[src/rtl/pwm_bank.sv]
// Bank of independent PWM channels with double-buffered high/low times.
// Each channel swaps shadow times into its active set only at a period boundary.
module pwm_bank #(
    parameter int CH = 4,
    parameter int W  = 16,
    parameter int SW = 2
) (
    input  logic          clk,
    input  logic          rst,
    input  logic [W-1:0]  data_in,
    input  logic [SW-1:0] ch_sel,
    input  logic          low_write,
    input  logic          high_write,
    input  logic [CH-1:0] enable,
    output logic [CH-1:0] pwm_out,
    output logic [CH-1:0] period_done
);

    localparam logic [W-1:0] ZERO = {W{1'b0}};
    localparam logic [W-1:0] ONE  = {{(W-1){1'b0}}, 1'b1};

    typedef enum logic [1:0] {
        ST_IDLE = 2'd0,
        ST_HIGH = 2'd1,
        ST_LOW  = 2'd2
    } state_t;

    state_t        r_state     [CH];
    state_t        w_state_nxt [CH];
    logic [W-1:0]  r_cnt       [CH];
    logic [W-1:0]  w_cnt_nxt   [CH];
    logic [W-1:0]  r_act_h     [CH];
    logic [W-1:0]  w_act_h_nxt [CH];
    logic [W-1:0]  r_act_l     [CH];
    logic [W-1:0]  w_act_l_nxt [CH];
    logic [W-1:0]  r_sh_h      [CH];
    logic [W-1:0]  w_sh_h_nxt  [CH];
    logic [W-1:0]  r_sh_l      [CH];
    logic [W-1:0]  w_sh_l_nxt  [CH];
    logic [CH-1:0] r_pwm;
    logic [CH-1:0] w_pwm_nxt;
    logic [CH-1:0] r_done;
    logic [CH-1:0] w_done_nxt;
    logic [CH-1:0] w_hit;
    logic [CH-1:0] w_load;

    // Next-state, shadow write-through and reload decisions for every channel.
    always_comb begin
        for (int c = 0; c < CH; c++) begin
            // An out-of-range ch_sel never equals any channel index, so it is dropped here.
            w_hit[c]       = (ch_sel == SW'(c));
            w_sh_h_nxt[c]  = (w_hit[c] && high_write) ? data_in : r_sh_h[c];
            w_sh_l_nxt[c]  = (w_hit[c] && low_write)  ? data_in : r_sh_l[c];
            w_state_nxt[c] = r_state[c];
            w_cnt_nxt[c]   = r_cnt[c];
            w_act_h_nxt[c] = r_act_h[c];
            w_act_l_nxt[c] = r_act_l[c];
            w_load[c]      = 1'b0;
            w_done_nxt[c]  = 1'b0;

            if (!enable[c]) begin
                w_state_nxt[c] = ST_IDLE;
                w_cnt_nxt[c]   = ZERO;
            end else begin
                case (r_state[c])
                    ST_IDLE: begin
                        w_load[c] = 1'b1;
                    end
                    ST_HIGH: begin
                        if (r_cnt[c] == ZERO) begin
                            if (r_act_l[c] != ZERO) begin
                                w_state_nxt[c] = ST_LOW;
                                w_cnt_nxt[c]   = r_act_l[c] - ONE;
                            end else begin
                                w_load[c]     = 1'b1;
                                w_done_nxt[c] = 1'b1;
                            end
                        end else begin
                            w_cnt_nxt[c] = r_cnt[c] - ONE;
                        end
                    end
                    ST_LOW: begin
                        if (r_cnt[c] == ZERO) begin
                            w_load[c]     = 1'b1;
                            w_done_nxt[c] = 1'b1;
                        end else begin
                            w_cnt_nxt[c] = r_cnt[c] - ONE;
                        end
                    end
                    default: begin
                        w_state_nxt[c] = ST_IDLE;
                        w_cnt_nxt[c]   = ZERO;
                    end
                endcase

                // Reload uses the post-write shadows so a same-edge write takes effect now.
                if (w_load[c]) begin
                    w_act_h_nxt[c] = w_sh_h_nxt[c];
                    w_act_l_nxt[c] = w_sh_l_nxt[c];
                    if (w_sh_h_nxt[c] != ZERO) begin
                        w_state_nxt[c] = ST_HIGH;
                        w_cnt_nxt[c]   = w_sh_h_nxt[c] - ONE;
                    end else if (w_sh_l_nxt[c] != ZERO) begin
                        w_state_nxt[c] = ST_LOW;
                        w_cnt_nxt[c]   = w_sh_l_nxt[c] - ONE;
                    end else begin
                        w_state_nxt[c] = ST_IDLE;
                        w_cnt_nxt[c]   = ZERO;
                    end
                end else begin
                    w_act_h_nxt[c] = r_act_h[c];
                    w_act_l_nxt[c] = r_act_l[c];
                end
            end

            w_pwm_nxt[c] = (w_state_nxt[c] == ST_HIGH);
        end
    end

    // Channel state, time registers and registered outputs.
    always_ff @(posedge clk or posedge rst) begin
        if (rst) begin
            for (int c = 0; c < CH; c++) begin
                r_state[c] <= ST_IDLE;
                r_cnt[c]   <= ZERO;
                r_act_h[c] <= ZERO;
                r_act_l[c] <= ZERO;
                r_sh_h[c]  <= ZERO;
                r_sh_l[c]  <= ZERO;
            end
            r_pwm  <= {CH{1'b0}};
            r_done <= {CH{1'b0}};
        end else begin
            for (int c = 0; c < CH; c++) begin
                r_state[c] <= w_state_nxt[c];
                r_cnt[c]   <= w_cnt_nxt[c];
                r_act_h[c] <= w_act_h_nxt[c];
                r_act_l[c] <= w_act_l_nxt[c];
                r_sh_h[c]  <= w_sh_h_nxt[c];
                r_sh_l[c]  <= w_sh_l_nxt[c];
            end
            r_pwm  <= w_pwm_nxt;
            r_done <= w_done_nxt;
        end
    end

    assign pwm_out     = r_pwm;
    assign period_done = r_done;

endmodule

[config.mk]
export PLATFORM = sky130hd
export DESIGN_NAME = pwm_bank
export DESIGN_NICKNAME = d
export VERILOG_FILES = /design/src/rtl/pwm_bank.sv
export SDC_FILE = /design/constraint.sdc
export NUM_CORES = 1
export LEC_CHECK = 0
export BUFFER_PORTS_ARGS = -buffer_cell sky130_fd_sc_hd__buf_2
export CAP_MARGIN = 15
export CORE_AREA = 2 2 198 200
export DETAILED_ROUTE_END_ITERATION = 8
export DIE_AREA = 0 0 200 202
export PLACE_DENSITY = 0.65
export SYNTH_ARGS = -nofsm -noshare
export SYNTH_HDL_FRONTEND = slang
export SYNTH_SLANG_ARGS = --single-unit
[constraint.sdc]
create_clock -name clk -period 8.2 [get_ports clk]
set_input_delay 0.41 -clock clk [delete_from_list [all_inputs] [get_ports clk]]
set_output_delay 0.41 -clock clk [all_outputs]
set_load 0.005 [all_outputs]
Yosys cells after proc, flatten, opt, wreduce, memory -nomap -nowiden --
Cells that the tools add are included. Widths: inputs -> output; s select.
Storage, ports and cells: word-level logic and storage cells 202, register bits after elaboration 272
Operators by class: multiplexer cells 96, reductions and logical operators 41, equal/unequal tests 27, add/sub/neg operators 16
Operators by type and width (number):
- $mux 16 | 36
- $sub 16x1->16 const B | 16
- $pmux 16 s3 | 4
- $reduce_bool 16->1 | 12
- $logic_not 16->1 | 4
- $mux 2 | 24
- $mux 1 | 20
- $ne 5x5->1 const B | 4
- $eq 2x1->1 const B | 9
- $ne 4x4->1 const B | 4
- $pmux 2 s2 | 4
- $eq 2x2->1 const B | 6
- $ne 3x3->1 const B | 4
- $pmux 1 s3 | 4
- $reduce_and 3->1 | 4
- $logic_not 2->1 | 5
- $logic_and 1x1->1 | 8
- $pmux 1 s2 | 4
- $reduce_and 2->1 | 4
- $reduce_or 2->1 | 4

Longest topological paths before layout --
Gate-level depths: netlist (run 1).
depth after elaboration 9, gate-level depth with buffers 14, depth with buffers taken out 10

Worst setup path before layout (run 1) --
No wires, ideal clock.
path type input -> register, start in ch_sel[0], end reg r_cnt[24] in the netlist's numbering, stages 14, setup slack 4.639 ns, data arrival time 3.465 ns, path buffers 4, library setup time 0.096 ns, path through buf_2 -> nand3b_1 -> buf_2 -> clkbuf_1 -> mux2i_1 -> ha_1 -> or3b_2 -> nor4_1 -> o2bb2ai_1 -> a31oi_2 -> buf_2 -> a21oi_1 -> o21a_1 -> o31ai_1
On the way: word-level cells in the longest chain between the ends 8
Ends and longest elaborated chain:
- start: declaration | RTL line 11 | input logic [SW-1:0] ch_sel,
- $eq 2x2->1 * | RTL line 51 | w_hit[c] = (ch_sel == SW'(c));
- $logic_and 1x1->1 | RTL line 53 | w_sh_l_nxt[c] = (w_hit[c] && low_write) ? data_in : r_sh_l[c];
- $mux 16 | RTL line 53
- $sub 16x1->16 or $reduce_bool 16->1 (tied branches) | RTL line 105, 103
- $mux 16 | RTL line 103 | end else if (w_sh_l_nxt[c] != ZERO) begin
- $mux 16 * | RTL line 100 | if (w_sh_h_nxt[c] != ZERO) begin
- $mux 16 * | RTL line 97 | if (w_load[c]) begin
- $mux 16 * | RTL line 61 | if (!enable[c]) begin
- end signal: indexed assignment | RTL line 136 | r_cnt[c] <= w_cnt_nxt[c];
- end: declaration | RTL line 30 | logic [W-1:0] r_cnt [CH];
Mark *: on every way between the ends. The rest lies on a longest branch, timed or not. A chain may end at the register's enable or synchronous reset.

Worst setup path in the final report (run 1) --
start in ch_sel[0], end reg r_cnt[19] in the netlist's numbering
The elaborated chain is that of the path after synthesis.

==> impl.org, run 1 <==
** CTS
- Number of setup buffers added after CTS :: 0
- Clock Latency Late Sink :: 0.53 ns
- Sink count of the clock tree :: 272
- Number of resized instances in the post-cts repair step :: 0
- Buffers inserted during clock tree synthesis total 34.
- Number of buffers added to fix hold violations after cts :: 0
- Number of H-tree levels :: 2
- After clock tree synthesis, the clock-pin slew on the worst setup and hold paths is 0.06 ns.
- Clock Root Buffer :: sky130_fd_sc_hd__clkbuf_16
- TritonCTS built the clock tree.
- The clock passes through at most 3 buffers.

** Yosys
- Leading cell types by total area after synthesis :: sky130_fd_sc_hd__dfrtp_1, sky130_fd_sc_hd__nand2_1, sky130_fd_sc_hd__xnor2_1
- Count of different cell masters after synthesis :: 94
- After synthesis the netlist holds a flip-flop and latch count of 272.
- Post-synth top area share :: 37.4%
- Post-synth EDFFs :: 0
- Mean post-synth cell area :: 8.41 um^2
- Synthesized cell area :: 18200 um^2
- sky130_fd_sc_hd__dfrtp_1 takes more of the synthesized area than any other cell.
- Prevailing post-synth register cell :: sky130_fd_sc_hd__dfrtp_1
- Total number of yosys warnings :: 0
- Sequential cells were found to cover 37.4% of the synthesized design area.
- Synthesis handed over a netlist of 2161 instances.
- Synthesis produced a netlist with a net count of 2231.
- Proportion of register bits with asynchronous set or reset after synthesis :: 100%

** Setup path
- Flop2flop setup slack :: 4.54 ns
- STA puts the critical path data required time at 8.65 ns.
- Critical Path AT :: 4.38 ns
- Along the worst path, the maximum fanout reaches 25.
- The most critical setup path has its endpoint at r_cnt[19].
- Cells on worst reg2reg path :: 7
- CP startpoint kind :: input port
- The critical path starts at ch_sel[0].
- The startpoint identified for the worst register-to-register timing path is r_act_l[35].
- The worst register-to-register path ends at r_cnt[47].
- STA classifies the critical path endpoint as a flip-flop.
- The worst setup path is of the input port to flip-flop kind.

** Finish
- In the layout the commonest cells are sky130_fd_sc_hd__nand2_1, sky130_fd_sc_hd__dfrtp_1, sky130_fd_sc_hd__nor2_1, sky130_fd_sc_hd__xnor2_1, sky130_fd_sc_hd__nor3_1.
- Once layout is done, the placed cells without fillers occupy 20000 um^2.
- At the end of the flow, the number of nets in the layout was 2211.
- In the final layout, the share of cells above drive strength 1 is 8.03%.
- Leading cell type in the layout, fill and taps excluded :: sky130_fd_sc_hd__nand2_1
- Antenna diode count :: 0
- Utilization after layout :: 52.3%
- Area overhead of the layout relative to synthesis :: 10.2%

** Power
- Net switching power of the design :: 2.91 mW
- Pwr/cell area :: 350 nW/um^2
- VDD sags by at most 0.000235 V.
- Switching Fraction :: 41.6%
- Combinational logic is responsible for 44.3% of the overall power.
- Summed over all cells, the static leakage comes to 8.87 nW.
- The clock network is responsible for 24.1% of the overall power.
- Internal power comes to 4.09 mW.
- Relative contribution of sequential cells to total power :: 31.5%

** Global routing
- Busiest grt layer :: met2
- The number of global-route vias before repair is 15700.
- Met3 Track Usage GR :: 5.01%
- In the global route stage, met2 resource usage came out at 42.8%.
- Entering global routing, the biggest net connects 116 pins.
- In the global route stage, met1 resource usage came out at 39.4%.
- The total overflow left after global routing is 0.
- Number of antenna violations at the first check in global routing :: 1
- Global-route wire length before repair :: 88.1 mm
- Global routing used 27.6% of the available tracks across all layers.

** Route
- Routed Wire Length :: 55.8 mm
- Number of nets with antenna violations after detailed routing :: 0
- Wire length per cell after detailed routing :: 20.8 um
- In the routed layout, each cell is associated on average with a via count of 6.12.
- The first routing iteration left 1519 violations.
- Number of remaining DRC errors :: 0
- The routed layout has 16400 vias.
- The pre-antenna-repair detailed-routing pass consisted of 6 iterations.

** STA
- Setup violations remaining at the end of the flow were counted as 0.
- The number of max-slew violations in the final report was 0.
- Adding up every negative setup slack in the final design gives 0 ns.
- Crit share post-route :: 47.9%
- The routed design could run at a clock period as short as 3.93 ns.
- Highest attainable clock frequency :: 254 MHz
- For the final database, setup skew stands at 0.0184 ns.
- The final-report hold violation count is 0.
- RSZ-0062 raised after global routing :: no
- Worst max-slew margin expressed relative to the limit :: 21.9%
- Slew @ Worst Pin :: 1.16 ns

** Die
- Die height :: 202 um
- The die covers 40400 um^2.
- The floorplan step defined a core boundary enclosing 38300 um^2.
- From left edge to right edge, the die measures 200 um.
- The floorplan has 72 rows.
- Effective utilization at floorplan :: 47.5%
- Ports :: 34

** Placement
- Detailed placement ended at an HPWL of 39.5 mm.
- Post-detailed-placement cell area :: 18700 um^2
- GP Congestion :: 0.906
- The count of buffers added on input and output ports is 33.

** Status
- Status :: finished clean

** Run
- Number of max-cap violations :: 0

** Min path
- In this run the worst hold path is classified as input port to async pin.
## how the worst min path moves through the flow
stage | to | startpoint | cells after the start | slack (ns)
after floorplan | r_sh_h[25] | r_sh_h[25] | 2 | 0.47
after global placement | r_sh_h[45] | r_sh_h[45] | 2 | 0.50
after detailed placement | r_sh_h[25] | r_sh_h[25] | 2 | 0.51
after CTS | r_sh_h[8] | rst | 2 | 0.09
after global routing | r_sh_h[8] | rst | 2 | 0.12
final | r_sh_l[11] | rst | 2 | 0.04
## metrics by stage
stage / cells / total power, mW / hold slack (ns) / setup slack [ns]
floorplan: 2161 / 4.48 / 0.466 / 0.295
global placement: 2619 / 5.19 / 0.499 / 3.94
detailed placement: 2619 / 5.25 / 0.509 / 3.79
CTS: 2680 / 6.97 / 0.0937 / 4.28
global route: 2684 / 7.46 / 0.116 / 3.87
finish: 2684 / 7.00 / 0.0416 / 4.27
## registers in the layout, summed over array words and instances, names as in the netlist
signal and cells:
r_sh_l 64, r_act_l 64, r_state 8, period_done 4, r_sh_h 64, r_cnt 64
pwm_out 4
## metal layers
layer	wire length, um	share of wire (%)
met5	0	0
met4	1360	2.4
met3	4110	7.4
met2	25200	45
met1	25100	45
## synth_stat cells (all sizes together), types with 30 or more instances
library cell	instances
nand2	354
dfrtp	272
o21ai	88
inv	97
nor3	99
a21oi	68
or4	30
nand3	35
nor4	60
nor2	196
xor2	80
mux2i	69
xnor2	117
o22ai	59
ha	44
clkbuf	83
## power groups by stage
stage | sequential (mW) | clock, mW | combinational, mW
after floorplan | 2.08 | 0 | 2.40
after global placement | 2.19 | 0 | 3.00
after detailed placement | 2.21 | 0 | 3.04
after CTS | 2.19 | 1.71 | 3.06
after global routing | 2.26 | 1.77 | 3.43
final | 2.21 | 1.69 | 3.10
## cells by family after synthesis
kind of cell,count (synthesis),synth area share (%)
AO/OA/AOI/OAI,400,14.8
flip-flops,272,37.4
multiplexers,92,5.22
XOR/XNOR,197,9.49
buffers and inverters,210,4.54
AND/OR/NAND/NOR,946,25.4
adder cells (fa/ha/maj),44,3.03
## critical path: stages
cell and delay [ns]:
sky130_fd_sc_hd__buf_2 0.23, sky130_fd_sc_hd__nand3b_1 0.14, sky130_fd_sc_hd__buf_4 0.32, sky130_fd_sc_hd__mux2i_1 0.44, sky130_fd_sc_hd__ha_1 0.23, sky130_fd_sc_hd__or3b_2 0.44
sky130_fd_sc_hd__nor4_1 0.31, sky130_fd_sc_hd__o2bb2ai_1 0.46, sky130_fd_sc_hd__a31oi_2 0.75, sky130_fd_sc_hd__a221oi_1 0.21, sky130_fd_sc_hd__a211o_1 0.27, sky130_fd_sc_hd__a21boi_0 0.16
## final cells by class
class                   instances  area [um^2]
fillers                      3605        18300
clock buffers                  49         1010
multi-input cells            1679        10600
well taps                     518          648
repair buffers                 56          373
clock inverters                12          239
flip-flops and latches        272         6810
inverters                      98          375
(Power assumes the default switching activity.)
==> run 2, diff against run 1 <==
- PLACE_DENSITY: 0.65 -> 0.62
- clock period: 8.2 -> 3.8 ns (I/O delays scaled with it)
==> impl.org, run 2 (same netlist as run 1, synthesis figures left out) <==
** STA
- Across all hold checks on the routed design, the worst slack comes to 0.0666 ns.
- The clock arrives with 0.0166 ns of skew.
- Setup violations remaining at the end of the flow were counted as 0.
- After routing, the total negative slack on setup checks comes to 0 ns.
- Number of slew-limit violations in the final report :: 0
- Setup repair after global routing left no endpoint under its margin.
- Time the worst path needs with I/O delays and setup :: 3.05 ns
- Final Hold Vio Count :: 0
- Crit share post-route :: 80.2%
- Slew @ Worst Pin :: 0.965 ns
- Headroom to the max-slew limit came out at 35.7%.
- Highest attainable clock frequency :: 328 MHz

** Placement
- Once detailed placement completed, the half-perimeter wirelength came to 40.4 mm.
- GP Congestion :: 0.927
- Number of buffers inserted by port buffering :: 33
- Number of placed instances with taps included :: 2656
- Once placement finished, the instance area stood at 19000 um^2.

** Route
- Using the TritonRoute via totals, the vias-per-cell ratio works out to 6.03.
- In this run the remaining antenna-violating nets after routing total 0.
- First-pass iteration count of the detailed router :: 5
- Routed Wire Length :: 56.5 mm
- Detailed-route via count :: 16400
- In the routed design, unresolved DRC markers number 0.
- In this run, the number of DRC markers left after iteration 0 of detailed routing was 1435.
- In the final routed layout, each cell accounts on average for 20.8 um.

** Setup path
- For the worst flop-to-flop path, the logic depth is 9.
- Flop2flop setup slack :: 0.75 ns
- Critical Path AT :: 3.45 ns
- By startpoint and endpoint, the worst setup path is classified as flip-flop to flip-flop.
- Of all nets on the critical path, the largest fanout is 16.
- The worst setup path is captured at a flip-flop.
- Critical R2R Launch :: r_cnt[32]
- CP startpoint kind :: flip-flop
- The worst register-to-register path ends at r_cnt[46].
- Data on the critical path is required at its endpoint by 4.21 ns.

** Finish
- In the final layout, the share of cells above drive strength 1 is 9.40%.
- Relative to the synthesized area, the layout overhead comes to 11.3%.
- Leading cell type in the layout, fill and taps excluded :: sky130_fd_sc_hd__nand2_1
- Finished Cell Area :: 20200 um^2
- Most frequent cells in the layout :: sky130_fd_sc_hd__nand2_1, sky130_fd_sc_hd__dfrtp_1, sky130_fd_sc_hd__nor2_1, sky130_fd_sc_hd__xnor2_1, sky130_fd_sc_hd__nor3_1
- Cell Count, Final, Fillers Out :: 2720
- The net count of the finished layout is 2249.
- Antenna diode count :: 0

** Min path
- Min-Delay Path Depth :: 3
- The startpoint identified for the worst hold timing path is data_in[4].
- The min-delay analysis places its worst path in the category input port to flip-flop.
- Endpoint with the worst hold slack :: r_sh_l[20]

** CTS
- Clock Root Buffer :: sky130_fd_sc_hd__clkbuf_16
- Clock-pin slew was measured on the worst setup and hold paths at 0.06 ns.
- The clock passes through at most 3 buffers.
- Number of buffers added by the clock tree synthesis step :: 34
- At the later pin of the worst-skew pair, clock insertion delay measures 0.55 ns.
- Sink count of the clock tree :: 272
- TritonCTS clock tree :: yes
- Number of H-tree levels :: 2

** Power
- For this design the static power due to leakage is 9.01 nW.
- VDD sags by at most 0.000351 V.
- In this run the power density over the cells is 743 nW/um^2.
- Post-layout power :: 15.0 mW

** Die
- The die is 200 um wide.
- The die covers 40400 um^2.
- Std cell rows :: 72
- Die height :: 202 um
- Ports :: 34
- The total area inside the core boundary comes to 38300 um^2.
- Effective utilization at floorplan :: 47.5%

** Status
- Status :: finished clean

** Run
- The tool flagged a number of max-cap violations equal to 0.

** Global routing
- Met2 routing resource usage after global routing :: 43.7%
- Busiest grt layer :: met2
- Number of antenna violations at the first check in global routing :: 1
- Entering global routing, the biggest net connects 104 pins.
- Global routing used 28.1% of the available tracks across all layers.
- After global routing the overflow that remains totals 0.
- The number of global-route vias before repair was 15800.
- Met1 GRT Util :: 39.8%
- Met3 Track Usage GR :: 4.25%
- Global-route wire length before repair :: 88.7 mm
-- run 2: cell types whose count changed in the layout (fill, tap and decap cells not counted), moves of 2 or more --
cell / before / now
sky130_fd_sc_hd__buf_12: 0 / 2
sky130_fd_sc_hd__buf_6: 2 / 0
sky130_fd_sc_hd__clkinvlp_4: 0 / 2
sky130_fd_sc_hd__buf_4: 19 / 54
sky130_fd_sc_hd__clkbuf_1: 8 / 6
sky130_fd_sc_hd__clkbuf_8: 4 / 6
sky130_fd_sc_hd__dlygate4sd3_1: 0 / 5
sky130_fd_sc_hd__bufinv_16: 7 / 4
-- run 2: timing repair --
| action | in CTS | in global routing |
|---|---|---|
| endpoints found under the hold margin | 245 | 0 |
| gates resized for setup | 0 | 0 |
| hold buffers | 5 | 0 |
| buffers inserted | 0 | 0 |
-- run 2: critical path: stages (launching register included) --
cell and delay (ns):
sky130_fd_sc_hd__dfrtp_1 0.41, sky130_fd_sc_hd__inv_1 0.10, sky130_fd_sc_hd__ha_1 0.14, sky130_fd_sc_hd__or4b_2 0.62, sky130_fd_sc_hd__nor4_2 0.42, sky130_fd_sc_hd__nor2b_1 0.11, sky130_fd_sc_hd__nor2_2 0.56, sky130_fd_sc_hd__o22ai_1 0.19
sky130_fd_sc_hd__a22oi_1 0.25, sky130_fd_sc_hd__a31oi_1 0.11
-- run 2: layout make-up --
type                            count  area (um^2)
Fill cell                        3559        18100
Multi-Input combinational cell   1679        10600
Sequential cell                   272         6810
Clock buffer                       49         1030
Timing Repair Buffer               94          661
Tap cell                          518          648
Inverter                           98          372
Clock inverter                     10          153
-- run 2: routing by layer --
layer,up-vias,routed length (um)
li1,7725,-
met1,7986,25600
met2,574,25600
met3,115,3460
met4,2,1730
met5,-,15
-- run 2: per-stage QoR --
step                      util, %  setup slack, ns
after floorplan                 -           0.0146
after global placement       49.6            0.405
after detailed placement     49.6            0.395
after CTS                    52.9            0.820
after global routing         52.9            0.460
final                        52.9            0.754
-- run 2: worst max path at each step --
| stage | end | cells after the start | startpoint | slack [ns] |
|---|---|---|---|---|
| after floorplan | period_done[0] | 1 | rst | 0.01 |
| after global placement | r_cnt[19] | 13 | ch_sel[0] | 0.41 |
| after detailed placement | r_cnt[19] | 13 | ch_sel[0] | 0.39 |
| after CTS | r_cnt[46] | 9 | r_cnt[32] | 0.82 |
| after global routing | r_cnt[44] | 9 | r_cnt[32] | 0.46 |
| final | r_cnt[46] | 9 | r_cnt[32] | 0.75 |
-- run 2: where the power goes --
| group | leakage (nW) | internal, mW | switching (mW) | total [mW] |
|---|---|---|---|---|
| combinational | 5.02 | 2.82 | 3.98 | 6.80 |
| sequential | 3.41 | 3.75 | 1.01 | 4.77 |
| clock | 0.582 | 2.15 | 1.32 | 3.47 |
